**config.mk**
```make
export PLATFORM = sky130hd
export DESIGN_NAME = mmac_term_pe
export DESIGN_NICKNAME = d
export VERILOG_FILES = /design/src/rtl/mmac_term_pe.sv
export SDC_FILE = /design/constraint.sdc
export NUM_CORES = 1
export LEC_CHECK = 0
export ABC_CLOCK_PERIOD_IN_PS = 10350
export CELL_PAD_IN_SITES_DETAIL_PLACEMENT = 1
export CELL_PAD_IN_SITES_GLOBAL_PLACEMENT = 2
export CORE_MARGIN = 5
export CORE_UTILIZATION = 30
export CTS_BUF_LIST = sky130_fd_sc_hd__clkbuf_8
export DETAILED_ROUTE_END_ITERATION = 8
export GPL_TIMING_DRIVEN = 0
export PLACE_DENSITY = 0.7
export SETUP_SLACK_MARGIN = 0.5
export SYNTH_ARGS = -nofsm -noshare
export SYNTH_HDL_FRONTEND = slang
export SYNTH_SLANG_ARGS = --single-unit
export TNS_END_PERCENT = 50
```
**constraint.sdc**
```tcl
create_clock -name clk -period 10.35 [get_ports clk]
set_clock_uncertainty 0.05 [all_clocks]
set_input_delay 2.07 -clock clk [delete_from_list [all_inputs] [get_ports clk]]
set_output_delay 2.07 -clock clk [all_outputs]
set_load 0.03 [all_outputs]
```
**src/rtl/mmac_term_pe.sv**
```systemverilog
// Term-serial multiply-accumulate PE: applies up to MAX_BUDGET power-of-two terms per pass.
// Build option: define MMAC_SAT_EN for saturating accumulators (default wraps).
module mmac_term_pe #(
    parameter int GROUP_SIZE = 8,
    parameter int DATA_WIDTH = 3,
    parameter int WGT_WIDTH  = 3,
    parameter int MAX_BUDGET = 4,
    parameter int ACC_WIDTH  = 16,
    localparam int IDX_WIDTH = $clog2(GROUP_SIZE),
    localparam int BW        = $clog2(MAX_BUDGET + 1)
) (
    input  logic                             clk,
    input  logic                             reset,
    input  logic                             update_w_i,
    input  logic                             update_idx_i,
    input  logic                             start_i,
    input  logic [BW-1:0]                    budget_i,
    input  logic [DATA_WIDTH*GROUP_SIZE-1:0] data_in,
    input  logic [GROUP_SIZE-1:0]            data_sign_in,
    input  logic [ACC_WIDTH-1:0]             pos_acc,
    input  logic [ACC_WIDTH-1:0]             neg_acc,
    input  logic                             out_ready_i,
    output logic                             update_w_o,
    output logic                             update_idx_o,
    output logic                             start_o,
    output logic [DATA_WIDTH*GROUP_SIZE-1:0] data_out,
    output logic [GROUP_SIZE-1:0]            data_sign_out,
    output logic [ACC_WIDTH-1:0]             out_pos,
    output logic [ACC_WIDTH-1:0]             out_neg,
    output logic                             out_valid_o,
    output logic                             busy_o
);

    localparam int SHW      = WGT_WIDTH + 1;
    localparam int KW       = (MAX_BUDGET > 1) ? $clog2(MAX_BUDGET) : 1;
    localparam int IBUS_W   = DATA_WIDTH * GROUP_SIZE + GROUP_SIZE;
    localparam int IDX_BITS = IDX_WIDTH * MAX_BUDGET;

    generate
        if (IBUS_W < IDX_BITS) begin : g_idx_bus_too_narrow
            $error("mmac_term_pe: {data_in, data_sign_in} narrower than IDX_WIDTH*MAX_BUDGET");
        end
        if (WGT_WIDTH * MAX_BUDGET > DATA_WIDTH * GROUP_SIZE) begin : g_wgt_bus_too_narrow
            $error("mmac_term_pe: data_in narrower than WGT_WIDTH*MAX_BUDGET");
        end
        if (MAX_BUDGET > GROUP_SIZE) begin : g_sign_bus_too_narrow
            $error("mmac_term_pe: data_sign_in narrower than MAX_BUDGET");
        end
    endgenerate

    typedef enum logic [1:0] {
        ST_IDLE = 2'd0,
        ST_RUN  = 2'd1,
        ST_DONE = 2'd2
    } state_t;

    state_t r_state;
    state_t w_state_next;

    // Weight/index stores, reloaded only on explicit update requests
    logic [WGT_WIDTH-1:0]  r_wexp [MAX_BUDGET];
    logic [MAX_BUDGET-1:0] r_wsign;
    logic [IDX_WIDTH-1:0]  r_idx  [MAX_BUDGET];

    // Per-pass snapshot of activations and seeds
    logic [DATA_WIDTH-1:0] r_dexp [GROUP_SIZE];
    logic [GROUP_SIZE-1:0] r_dsign;
    logic [ACC_WIDTH-1:0]  r_acc_pos;
    logic [ACC_WIDTH-1:0]  r_acc_neg;
    logic [BW-1:0]         r_budget;
    logic [KW-1:0]         r_k;

    logic [ACC_WIDTH-1:0]  r_out_pos;
    logic [ACC_WIDTH-1:0]  r_out_neg;
    logic                  r_out_valid;

    logic                             r_update_w_fwd;
    logic                             r_update_idx_fwd;
    logic                             r_start_fwd;
    logic [DATA_WIDTH*GROUP_SIZE-1:0] r_data_fwd;
    logic [GROUP_SIZE-1:0]            r_sign_fwd;

    logic [DATA_WIDTH-1:0] w_din_exp [GROUP_SIZE];
    logic [WGT_WIDTH-1:0]  w_ld_wexp [MAX_BUDGET];
    logic [IDX_WIDTH-1:0]  w_ld_idx  [MAX_BUDGET];
    logic [IDX_BITS-1:0]   w_idx_bus;

    logic                  w_load_w;
    logic                  w_load_idx;
    logic                  w_start;
    logic                  w_last_term;
    logic [BW-1:0]         w_budget_clip;

    logic [IDX_WIDTH-1:0]  w_lane;
    logic [SHW-1:0]        w_shift;
    logic                  w_shift_oor;
    logic                  w_term_sign;
    logic [ACC_WIDTH-1:0]  w_term;

    // Index slots are packed LSB-first across the combined sign/data bus
    assign w_idx_bus = IDX_BITS'({data_in, data_sign_in});

    genvar gi;
    generate
        for (gi = 0; gi < GROUP_SIZE; gi++) begin : g_lane
            assign w_din_exp[gi] = data_in[gi*DATA_WIDTH +: DATA_WIDTH];
        end
        for (gi = 0; gi < MAX_BUDGET; gi++) begin : g_slot
            assign w_ld_wexp[gi] = data_in[gi*WGT_WIDTH +: WGT_WIDTH];
            assign w_ld_idx[gi]  = w_idx_bus[gi*IDX_WIDTH +: IDX_WIDTH];
        end
    endgenerate

    assign w_budget_clip = (budget_i > BW'(MAX_BUDGET)) ? BW'(MAX_BUDGET) : budget_i;
    assign w_last_term   = ((BW'(r_k) + BW'(1)) == r_budget);

    assign w_lane      = r_idx[r_k];
    assign w_shift     = SHW'(r_wexp[r_k]) + SHW'(r_dexp[w_lane]);
    assign w_shift_oor = (32'(w_shift) >= ACC_WIDTH);
    assign w_term_sign = r_wsign[r_k] ^ r_dsign[w_lane];

`ifdef MMAC_SAT_EN
    // An all-ones term always saturates the accumulator it is added to
    assign w_term = w_shift_oor ? '1 : (ACC_WIDTH'(1) << w_shift);

    function automatic logic [ACC_WIDTH-1:0] acc_add(input logic [ACC_WIDTH-1:0] a,
                                                     input logic [ACC_WIDTH-1:0] t);
        logic [ACC_WIDTH:0] s;
        s = {1'b0, a} + {1'b0, t};
        return s[ACC_WIDTH] ? '1 : s[ACC_WIDTH-1:0];
    endfunction
`else
    assign w_term = w_shift_oor ? '0 : (ACC_WIDTH'(1) << w_shift);

    function automatic logic [ACC_WIDTH-1:0] acc_add(input logic [ACC_WIDTH-1:0] a,
                                                     input logic [ACC_WIDTH-1:0] t);
        return a + t;
    endfunction
`endif

    always_ff @(posedge clk or posedge reset) begin
        if (reset) begin
            r_state <= ST_IDLE;
        end else begin
            r_state <= w_state_next;
        end
    end

    always_comb begin
        w_state_next = r_state;
        w_load_w     = 1'b0;
        w_load_idx   = 1'b0;
        w_start      = 1'b0;
        case (r_state)
            ST_IDLE: begin
                if (update_w_i) begin
                    w_load_w = 1'b1;
                end else if (update_idx_i) begin
                    w_load_idx = 1'b1;
                end else if (start_i) begin
                    w_start      = 1'b1;
                    w_state_next = (w_budget_clip == '0) ? ST_DONE : ST_RUN;
                end
            end
            ST_RUN: begin
                if (w_last_term) begin
                    w_state_next = ST_DONE;
                end
            end
            ST_DONE: begin
                // Result is only consumed once it is actually presented
                if (r_out_valid && out_ready_i) begin
                    w_state_next = ST_IDLE;
                end
            end
            default: w_state_next = ST_IDLE;
        endcase
    end

    always_ff @(posedge clk or posedge reset) begin
        if (reset) begin
            for (int k = 0; k < MAX_BUDGET; k++) begin
                r_wexp[k] <= '0;
                r_idx[k]  <= '0;
            end
            r_wsign <= '0;
        end else begin
            if (w_load_w) begin
                for (int k = 0; k < MAX_BUDGET; k++) begin
                    r_wexp[k] <= w_ld_wexp[k];
                end
                r_wsign <= data_sign_in[MAX_BUDGET-1:0];
            end
            if (w_load_idx) begin
                for (int k = 0; k < MAX_BUDGET; k++) begin
                    r_idx[k] <= w_ld_idx[k];
                end
            end
        end
    end

    always_ff @(posedge clk or posedge reset) begin
        if (reset) begin
            for (int j = 0; j < GROUP_SIZE; j++) begin
                r_dexp[j] <= '0;
            end
            r_dsign   <= '0;
            r_acc_pos <= '0;
            r_acc_neg <= '0;
            r_budget  <= '0;
            r_k       <= '0;
        end else if (w_start) begin
            for (int j = 0; j < GROUP_SIZE; j++) begin
                r_dexp[j] <= w_din_exp[j];
            end
            r_dsign   <= data_sign_in;
            r_acc_pos <= pos_acc;
            r_acc_neg <= neg_acc;
            r_budget  <= w_budget_clip;
            r_k       <= '0;
        end else if (r_state == ST_RUN) begin
            if (w_term_sign) begin
                r_acc_neg <= acc_add(r_acc_neg, w_term);
            end else begin
                r_acc_pos <= acc_add(r_acc_pos, w_term);
            end
            r_k <= w_last_term ? '0 : r_k + KW'(1);
        end
    end

    // Result registers load on the first DONE cycle, giving B+1 cycles of latency
    always_ff @(posedge clk or posedge reset) begin
        if (reset) begin
            r_out_pos   <= '0;
            r_out_neg   <= '0;
            r_out_valid <= 1'b0;
        end else if (r_state == ST_DONE) begin
            if (!r_out_valid) begin
                r_out_pos   <= r_acc_pos;
                r_out_neg   <= r_acc_neg;
                r_out_valid <= 1'b1;
            end else if (out_ready_i) begin
                r_out_valid <= 1'b0;
            end
        end
    end

    always_ff @(posedge clk or posedge reset) begin
        if (reset) begin
            r_update_w_fwd   <= 1'b0;
            r_update_idx_fwd <= 1'b0;
            r_start_fwd      <= 1'b0;
            r_data_fwd       <= '0;
            r_sign_fwd       <= '0;
        end else begin
            r_update_w_fwd   <= update_w_i;
            r_update_idx_fwd <= update_idx_i;
            r_start_fwd      <= start_i;
            r_data_fwd       <= data_in;
            r_sign_fwd       <= data_sign_in;
        end
    end

    assign update_w_o    = r_update_w_fwd;
    assign update_idx_o  = r_update_idx_fwd;
    assign start_o       = r_start_fwd;
    assign data_out      = r_data_fwd;
    assign data_sign_out = r_sign_fwd;
    assign out_pos       = r_out_pos;
    assign out_neg       = r_out_neg;
    assign out_valid_o   = r_out_valid;
    assign busy_o        = (r_state != ST_IDLE);

endmodule

```
# Yosys cells after proc, flatten, opt, wreduce, memory -nomap -nowiden
# Index checks and enable logic that the tools add are counted.
# totals
register_bits,167
input_bits,73
output_inout_bits,69
word_cells,106
# op_classes
addsub,5
n_lt_le_gt_ge,5
eq_ne,9
n_shift,1
mux,41
bitwise,4
n_reduce_logical,10
# ops
operator,n
16-bit 2-to-1 mux,6
16-bit adder,2
3-bit 2-to-1 mux,7
2-bit 2-to-1 mux,9
1-bit by 4-bit left shift with 16-bit output (first input constant),1
1-bit 2-to-1 mux,13
3-bit binary-select mux with 2-bit select,2
2-bit inequality test (second input constant),6
3-bit binary-select mux with 3-bit select,1
2-bit case mux with 3 select lines,1
2-bit AND reduction,3
2-bit nonzero test,3
5-bit AND reduction,1
3-bit by 3-bit adder with 4-bit output,1
4-bit >= comparator (second input constant),1
3-bit by 4-bit < comparator with 1-bit output (second input constant),1
3-bit NOT with 4-bit output,1
2-bit by 1-bit adder with 3-bit output (second input constant),1
1-bit binary-select mux with 3-bit select,1
3-bit equality test,1
3-bit >= comparator (second input constant),1
3-bit greater-than comparator (second input constant),1
3-bit logical NOT,1
2-bit by 3-bit < comparator with 1-bit output (second input constant),1
9 further kinds,9

# Depth between registers and ports, before layout
# Gate-level depths: netlist (run 1).
# depth
depth_word,14
depth_mapped,24
depth_no_buf,22

# Worst setup path before layout (run 1)
# OpenSTA, ideal clock, no wires.
# synth_timing
path_kind,reg2reg
from,register r_k[0]
to,register r_acc_pos[15]
setup_time_ps,83
t_arrival_ps,5280
required_ps,10217
slack_ps,4938
path_stages_with_launch,23
path_buffers,3
synth_period_minus_slack_ps,5412
cell_sequence,dfrtp_1 -> buf_6 -> mux4_1 -> clkbuf_8 -> mux4_1 -> mux2_2 -> ha_1 -> inv_1 -> fa_1 -> clkbuf_1 -> or2b_1 -> nor2_1 -> ha_1 -> a21o_1 -> a41oi_1 -> o21ai_0 -> a2111o_1 -> a221oi_1 -> o31a_1 -> nor3_1 -> nand3b_1 -> xor2_1 -> o21ai_0
# synth_via
elab_chain_cells,14
elab_cells_between_ends,24
classes_between,add/sub: 2; eq/ne: 1; shift: 1; mux: 16; bitwise: 3; reduce/logical: 1
# synth_rtl
item,line,source
"start, declared",71,logic [KW-1:0] r_k;
"start signal, assigned",227,r_k <= w_last_term ? '0 : r_k + KW'(1);
2-bit NOT with 3-bit output (implied by the code),"117, 118",
3-bit binary-select mux with 2-bit select,117,assign w_lane = r_idx[r_k];
3-bit 2-to-1 mux (implied by the code) (2 in series),117,
3-bit NOT with 4-bit output (implied by the code),118,assign w_shift = SHW'(r_wexp[r_k]) + SHW'(r_dexp[w_lane]);
3-bit binary-select mux with 3-bit select,118,
3-bit 2-to-1 mux (implied by the code) (2 in series),118,
3-bit by 3-bit adder with 4-bit output,118,
1-bit by 4-bit left shift with 16-bit output,133,assign w_term = w_shift_oor ? '0 : (ACC_WIDTH'(1) << w_shift);
16-bit adder,137,return a + t;
16-bit 2-to-1 mux,222,if (w_term_sign) begin
16-bit 2-to-1 mux,221,end else if (r_state == ST_RUN) begin
16-bit 2-to-1 mux,212,end else if (w_start) begin
"end signal, assigned",217,r_acc_pos <= pos_acc;
"end signal, assigned",225,"r_acc_pos <= acc_add(r_acc_pos, w_term);"
"end, declared",68,logic [ACC_WIDTH-1:0] r_acc_pos;
# Several ways; a longest one is shown, not always the timed one. The select of a mux whose other input is x is not followed.
# A chain may end at the register's enable or synchronous reset.

# Worst setup path in the final report (run 1)
# layout_timing
from,register r_k[0]
to,register r_acc_neg[12]
# layout_via
elab_chain_cells,14
elab_cells_between_ends,24
classes_between,add/sub: 2; shift: 1; mux: 16; bitwise: 3; reduce/logical: 2
# layout_rtl
item,line,source
2-bit NOT with 3-bit output (implied by the code),"117, 118",
3-bit binary-select mux with 2-bit select,117,
3-bit 2-to-1 mux (implied by the code) (2 in series),117,
3-bit NOT with 4-bit output (implied by the code),118,
3-bit binary-select mux with 3-bit select,118,
3-bit 2-to-1 mux (implied by the code) (2 in series),118,
3-bit by 3-bit adder with 4-bit output,118,
1-bit by 4-bit left shift with 16-bit output,133,
16-bit adder,137,
16-bit 2-to-1 mux,222,
16-bit 2-to-1 mux,221,
16-bit 2-to-1 mux,212,
"end signal, assigned",218,r_acc_neg <= neg_acc;
"end signal, assigned",223,"r_acc_neg <= acc_add(r_acc_neg, w_term);"
"end, declared",69,logic [ACC_WIDTH-1:0] r_acc_neg;
# Several ways; a longest one is shown, not always the timed one. The select of a mux whose other input is x is not followed.

==> impl_metrics.env, run 1 <==
export IMPL_cp_arrival_ns=6.72
export IMPL_synth_edf_count=0
export IMPL_yosysTopAreaCell="dfrtp_1"
export IMPL_crit_required_ns=10.69
export IMPL_gr_usage_all_layers=0.1605
export IMPL_dpl_cell_count=1296
export IMPL_ctsHoldBuffers=0
export IMPL_numCtsBuffers=17
export IMPL_finalSetupTns_ns=0
export IMPL_path_class="reg2reg"
export IMPL_synth_xor_area_frac=0.03847
export IMPL_drive_gt1_frac=0.1316
export IMPL_synth_seq_cells=167
export IMPL_synth_compound_area_frac=0.1058
export IMPL_status="finished, final reports clean"
export IMPL_grt_setup_unrepaired="no"
export IMPL_die_x_microns=177.6
export IMPL_end_kind="flip-flop"
export IMPL_ys_types=67
export IMPL_dieArea_sq_um=31530
export IMPL_ctsResizeCount=0
export IMPL_synth_seq_area_share=0.4961
export IMPL_grt_max_degree=106
export IMPL_setup_ws_ns=3.977
export IMPL_grt_pass1_wl_microns=39290
export IMPL_num_vias=6331
export IMPL_worst_path_max_delay_cell="mux4_1"
export IMPL_crit_fanout=10
export IMPL_max_clock_freq_ghz=0.1569
export IMPL_grt_pass1_vias=6965
export IMPL_area_growth_pct=27.75
export IMPL_synthTopCellsByArea="dfrtp_1, mux2_2, nand2_1"
export IMPL_yosysTopAreaCellShare=0.4961
export IMPL_final_util=0.3873
export IMPL_maxSlewViolCount=0
export IMPL_ys_async_sr_fraction=1.000
export IMPL_max_stage_delay_ns=0.57
export IMPL_period_share=0.6158
export IMPL_finalSetupViolCount=0
export IMPL_antenna_found_initial=1
export IMPL_drt_pass1_iter_count=5
export IMPL_path_common_cell="nand2_1"
export IMPL_yosys_area_share_simple=0.1327
export IMPL_syn_num_nets=880
export IMPL_pre_cts_ws_ns=3.966
export IMPL_synthesis_area_sq_um=8423
export IMPL_crit_chain="buf_6, mux4_1, clkbuf_8, mux4_1, mux2_2, ha_1, inv_1, fa_1, clkbuf_1, nand2_1, nor2_1, nand2_1, xnor2_1, ha_1, a21o_1, a21oi_1, o41ai_1, a31oi_1, o31ai_1, a21o_1, maj3_1, nand2_1, mux2_2, a21oi_1"
export IMPL_min_path_type="reg2reg"
export IMPL_synthMuxAreaShare=0.1439
export IMPL_rows=61
export IMPL_period_needed_ns=6.373
export IMPL_grt_ovfl_total=0
export IMPL_cts_tree="built"
export IMPL_antenna_cells=0
export IMPL_wire_per_inst_microns=18.28
export IMPL_cts_htree_levels=4
export IMPL_syn_instance_count=776
export IMPL_cts_clk_slew_worst_paths_ns=0.10
export IMPL_max_clock_path_buffers=2
export IMPL_clk_latency_ns=0.47
export IMPL_cap_violations=0
export IMPL_ys_flop_type="dfrtp_1"
export IMPL_via_per_inst=4.767
export IMPL_syn_area_per_cell_sq_um=10.85
export IMPL_relSlewSlack=0.3763
export IMPL_die_h_microns=177.6
export IMPL_place_congestion=0.7990
export IMPL_cts_root_buf="clkbuf_8"
export IMPL_post_cts_buffers=0
export IMPL_remaining_drc_errors=0
export IMPL_tightestPinTransition_ns=0.9314
export IMPL_synth_most_common_cell="dfrtp_1"
export IMPL_routed_wirelength_microns=24280
export IMPL_io_buffers=141
export IMPL_synthAdderAreaFrac=0.05288
export IMPL_ant_nets=0
export IMPL_cts_sinks=167
export IMPL_initial_core_util=0.3032
export IMPL_coreArea_sq_um=27780
export IMPL_finalHoldViolations=0
export IMPL_start_kind="flip-flop"
export IMPL_finalNetCount=1041
export IMPL_synthTopCellsByCount="dfrtp_1, nand2_1, mux2_2"
export IMPL_fin_cells=1328
export IMPL_drt_iter0_markers=249
export IMPL_synth_top_family_by_area="multiplexers"
export IMPL_ys_warn_count=0
export IMPL_io_pins=142
export IMPL_place_hpwl_microns=18370
per-layer routing:
layer | global-route usage | share of wire
met5 | 0 | 0.00054
met3 | 0.03558 | 0.042
met4 | 0.04383 | 0.018
met1 | 0.2139 | 0.46
met2 | 0.2642 | 0.48
logic make-up (layout without fill, tap and decap cells):
logic type	Yosys count	count (layout)
buffers and inverters	52	226
AO/OA/AOI/OAI	136	136
adder cells (fa/ha/maj)	36	36
flip-flops	167	167
AND/OR/NAND/NOR	256	256
multiplexers	92	92
XOR/XNOR	37	37
metrics by stage:
step | hold WS [ns] | instance area (sq um)
after floorplan | 0.3873 | 8423
after global placement | 0.4002 | 10310
after detailed placement | 0.4078 | 10340
after CTS | 0.4345 | 10760
after global routing | 0.4545 | 10760
final | 0.4314 | 10760
final cells by class:
class                   instances  area (sq um)
well taps                     378         473.0
plain buffers                  44         224.0
clock buffers                  18         247.7
inverters                       8         37.54
flip-flops and latches        167          4179
clock inverters                14         170.2
repair buffers                142          1439
multi-input cells             557          3990
fillers                      3123         17020
final timing paths:
| kind | slack (ns) | end | cells past startpoint | from |
|---|---|---|---|---|
| setup / recovery | 3.98 | r_acc_neg[12] | 24 | r_k[0] |
| hold / removal | 0.43 | r_dexp[10] | 2 | r_dexp[10] |
| setup reg to reg | 3.98 | r_acc_neg[12] | 24 | r_k[0] |
| hold reg to reg | 0.43 | r_dexp[10] | 2 | r_dexp[10] |
| max in group asynchronous | 7.35 | out_pos[13] | 3 | reset |
| min in group asynchronous | 1.98 | data_out[18] | 2 | reset |
critical path, delay by kind of cell (launching register included):
kind                     cells  cell delay (ns)
AO/OA/AOI/OAI                7             1.31
AND/OR/NAND/NOR              4             0.94
adder cells (fa/ha/maj)      4             1.23
buffers and inverters        4             0.78
flip-flops                   1             0.39
multiplexers                 4             1.42
XOR/XNOR                     1             0.18
flip-flops by register name (all words and copies together), names as in the netlist:
register,count
data_out,24
out_pos,16
start_o,1
update_idx_o,1
r_idx,12
r_dexp,24
r_state,2
r_acc_pos,16
r_acc_neg,16
r_budget,3
r_wsign,4
r_dsign,8
data_sign_out,8
r_wexp,12
r_k,2
update_w_o,1
out_neg,16
out_valid_o,1
cells in the final DEF, fill, tap and decap left out, drive strengths merged, types with 3 or more instances in the layout:
cell type	netlist	layout
xor2	17	17
mux4	13	13
clkdlybuf4s50	0	141
buf	13	14
nor2b	5	5
inv	8	17
nor3	7	7
ha	30	30
nand2	157	157
maj3	5	5
or2b	3	3
dfrtp	167	167
o31a	3	3
o21ai	32	32
and3	6	6
a31o	5	5
a311oi	3	3
or2	3	3
and2	7	7
nor2	40	40
mux2i	12	12
clkinv	0	5
o31ai	4	4
a21oi	36	36
nand3	10	10
a21o	15	15
mux2	67	67
or3	5	5
xnor2	20	20
a31oi	12	12
clkbuf	31	49
o211ai	3	3
nand2b	5	5
Power of run 1 is not shown: default switching activity piles up to over one toggle a cycle in this logic, so the estimate is an artifact.
==> inputs of run 2 (changes only) <==
--- a/config.mk
+++ b/config.mk
@@ -5,7 +5,7 @@
 export SDC_FILE = /design/constraint.sdc
 export NUM_CORES = 1
 export LEC_CHECK = 0
-export ABC_CLOCK_PERIOD_IN_PS = 10350
+export ABC_CLOCK_PERIOD_IN_PS = 5730
 export CELL_PAD_IN_SITES_DETAIL_PLACEMENT = 1
 export CELL_PAD_IN_SITES_GLOBAL_PLACEMENT = 2
 export CORE_MARGIN = 5
@@ -13,7 +13,7 @@
 export CTS_BUF_LIST = sky130_fd_sc_hd__clkbuf_8
 export DETAILED_ROUTE_END_ITERATION = 8
 export GPL_TIMING_DRIVEN = 0
-export PLACE_DENSITY = 0.7
+export PLACE_DENSITY = 0.73
 export SETUP_SLACK_MARGIN = 0.5
 export SYNTH_ARGS = -nofsm -noshare
 export SYNTH_HDL_FRONTEND = slang
==> constraint.sdc (replaced) <==
create_clock -name clk -period 5.73 [get_ports clk]
set_clock_uncertainty 0.05 [all_clocks]
set_input_delay 1.146 -clock clk [delete_from_list [all_inputs] [get_ports clk]]
set_output_delay 1.146 -clock clk [all_outputs]
set_load 0.03 [all_outputs]
==> run 2 against run 1 <==
Count of clock-buffer cells in the layout stayed put. First-iteration DRC count is 2.0% lower. Die area stayed put. Via count is 5.8% higher. Core utilization is 4.0 points higher. Worst setup slack worse by 3.6 ns. Final area is 10% higher. Maximum frequency is 18% higher. Critical path type unchanged. Largest cell class is now multi-input combinational cells.
==> impl_metrics.env, run 2 (synthesis results as in run 1) <==
export IMPL_finalSetupViolCount=0
export IMPL_numCtsBuffers=17
export IMPL_multi_input_area_sq_um=4483
export IMPL_die_h_microns=177.6
export IMPL_ctsHoldBuffers=0
export IMPL_grt_most_used_layer="met2"
export IMPL_wire_per_inst_microns=18.65
export IMPL_remaining_drc_errors=0
export IMPL_initial_core_util=0.3032
export IMPL_max_clock_freq_ghz=0.1854
export IMPL_io_pins=142
export IMPL_maxSlewViolCount=0
export IMPL_dieArea_sq_um=31530
export IMPL_nFillCells=3038
export IMPL_period_share=0.9416
export IMPL_cts_sinks=167
export IMPL_max_stage_delay_ns=0.52
export IMPL_path_common_cell="a21oi_2"
export IMPL_grt_use_met2=0.2831
export IMPL_r2r_slack_ns=0.33
export IMPL_relSlewSlack=0.4054
export IMPL_min_path_type="reg2reg"
export IMPL_path_class="reg2reg"
export IMPL_layout_commonest_cell="dfrtp_1"
export IMPL_clk_latency_ns=0.47
export IMPL_finalHoldViolations=0
export IMPL_final_util=0.4269
export IMPL_io_buffers=141
export IMPL_crit_fanout=6
export IMPL_crit_required_ns=6.06
export IMPL_coreArea_sq_um=27780
export IMPL_drive_gt1_frac=0.2621
export IMPL_antenna_cells=0
export IMPL_cap_violations=0
export IMPL_drt_pass1_iter_count=4
export IMPL_rows=61
export IMPL_finalNetCount=1102
export IMPL_worst_path_max_delay_cell="mux4_2"
export IMPL_end_kind="flip-flop"
export IMPL_period_needed_ns=5.395
export IMPL_grt_pass1_wl_microns=40030
export IMPL_status="finished, final reports clean"
export IMPL_area_growth_pct=40.79
export IMPL_ant_nets=0
export IMPL_grt_setup_unrepaired="yes"
export IMPL_cts_htree_levels=4
export IMPL_cts_clk_slew_worst_paths_ns=0.10
export IMPL_start_kind="flip-flop"
export IMPL_tightestPinTransition_ns=0.8880
export IMPL_grt_ovfl_total=0
export IMPL_max_clock_path_buffers=2
export IMPL_dpl_cell_count=1299
export IMPL_grt_max_degree=41
export IMPL_num_vias=6700
export IMPL_fin_hold_ws_ns=0.4354
export IMPL_crit_chain="buf_8, mux4_2, buf_8, mux4_2, mux2_4, ha_4, inv_2, fa_2, clkbuf_16, or2b_4, nor2_4, ha_4, a21o_1, buf_6, buf_6, a21o_1, a21oi_2, o21ai_2, a31o_2, a21oi_2, a21oi_2, a221oi_2, xor2_1, a211oi_1"
export IMPL_gr_usage_all_layers=0.1642
export IMPL_area_sequential_sq_um=4179
export IMPL_fin_cells=1389
export IMPL_routed_wirelength_microns=25900
export IMPL_final_cell_mix="dfrtp_1, nand2_1, clkdlybuf4s50_1, mux2_2, buf_4"
export IMPL_die_x_microns=177.6
export IMPL_use_met3=0.03323
export IMPL_place_congestion=0.8110
export IMPL_grt_pass1_vias=7181
export IMPL_cts_tree="built"
export IMPL_drt_iter0_markers=244
export IMPL_place_hpwl_microns=18720
export IMPL_antenna_found_initial=1
export IMPL_via_per_inst=4.824
export IMPL_grt_use_met1=0.2133
export IMPL_cts_root_buf="clkbuf_8"
export IMPL_cp_arrival_ns=5.73
-- run 2: worst max-delay path: cells and delay by family, from the launching register on --
family                     cells  cell delay [ns]
adders and majority gates      3             0.82
AOI/OAI and AO/OA              9             1.59
DFF                            1             0.39
buffers and inverters          6             0.74
xor gates and xnor gates       1             0.10
muxes                          3             1.23
and+or+nand+nor                2             0.40
-- run 2: metrics by stage --
| stage | area (sq um) | setup TNS [ns] | worst slack (ns) |
|---|---|---|---|
| floorplan | 8427 | 0 | 0.3178 |
| global placement | 10310 | -3.865 | -0.6139 |
| detailed placement | 10390 | -4.735 | -0.6892 |
| CTS | 11330 | 0 | 0.2587 |
| global route | 11860 | 0 | 0.1388 |
| finish | 11860 | 0 | 0.3349 |
-- run 2: path summary, 6_finish.rpt --
kind | from | to | cells past startpoint
worst max-delay path | r_k[0] | r_acc_pos[14] | 24
worst min-delay path | r_dexp[13] | r_dexp[13] | 2
worst max register to register | r_k[0] | r_acc_pos[14] | 24
worst min register to register | r_dexp[13] | r_dexp[13] | 2
max in group asynchronous | reset | r_acc_pos[14] | 5
min in group asynchronous | reset | data_out[18] | 2
-- run 2: per-layer routing --
layer,vias up,routed length (microns)
met5,-,13
met2,132,13020
met3,24,1036
met1,3376,11480
li1,3166,-
met4,2,344
-- run 2: final cells by class --
type                            instances  share of cell area
Multi-Input combinational cell        557              0.3780
Sequential cell                       167              0.3524
Timing Repair Buffer                  203              0.1705
Tap cell                              378             0.03988
Buffer                                 44             0.02279
Clock buffer                           18             0.02089
Clock inverter                         14             0.01266
Inverter                                8            0.002849
-- run 2: timing repair --
item / in CTS / in global routing
gates resized for setup: 76 / 71
setup buffers: 30 / 28
endpoints found under the setup margin: 23 / 17
pin swaps: 24 / 48
Power of run 2 is left out for the same reason.
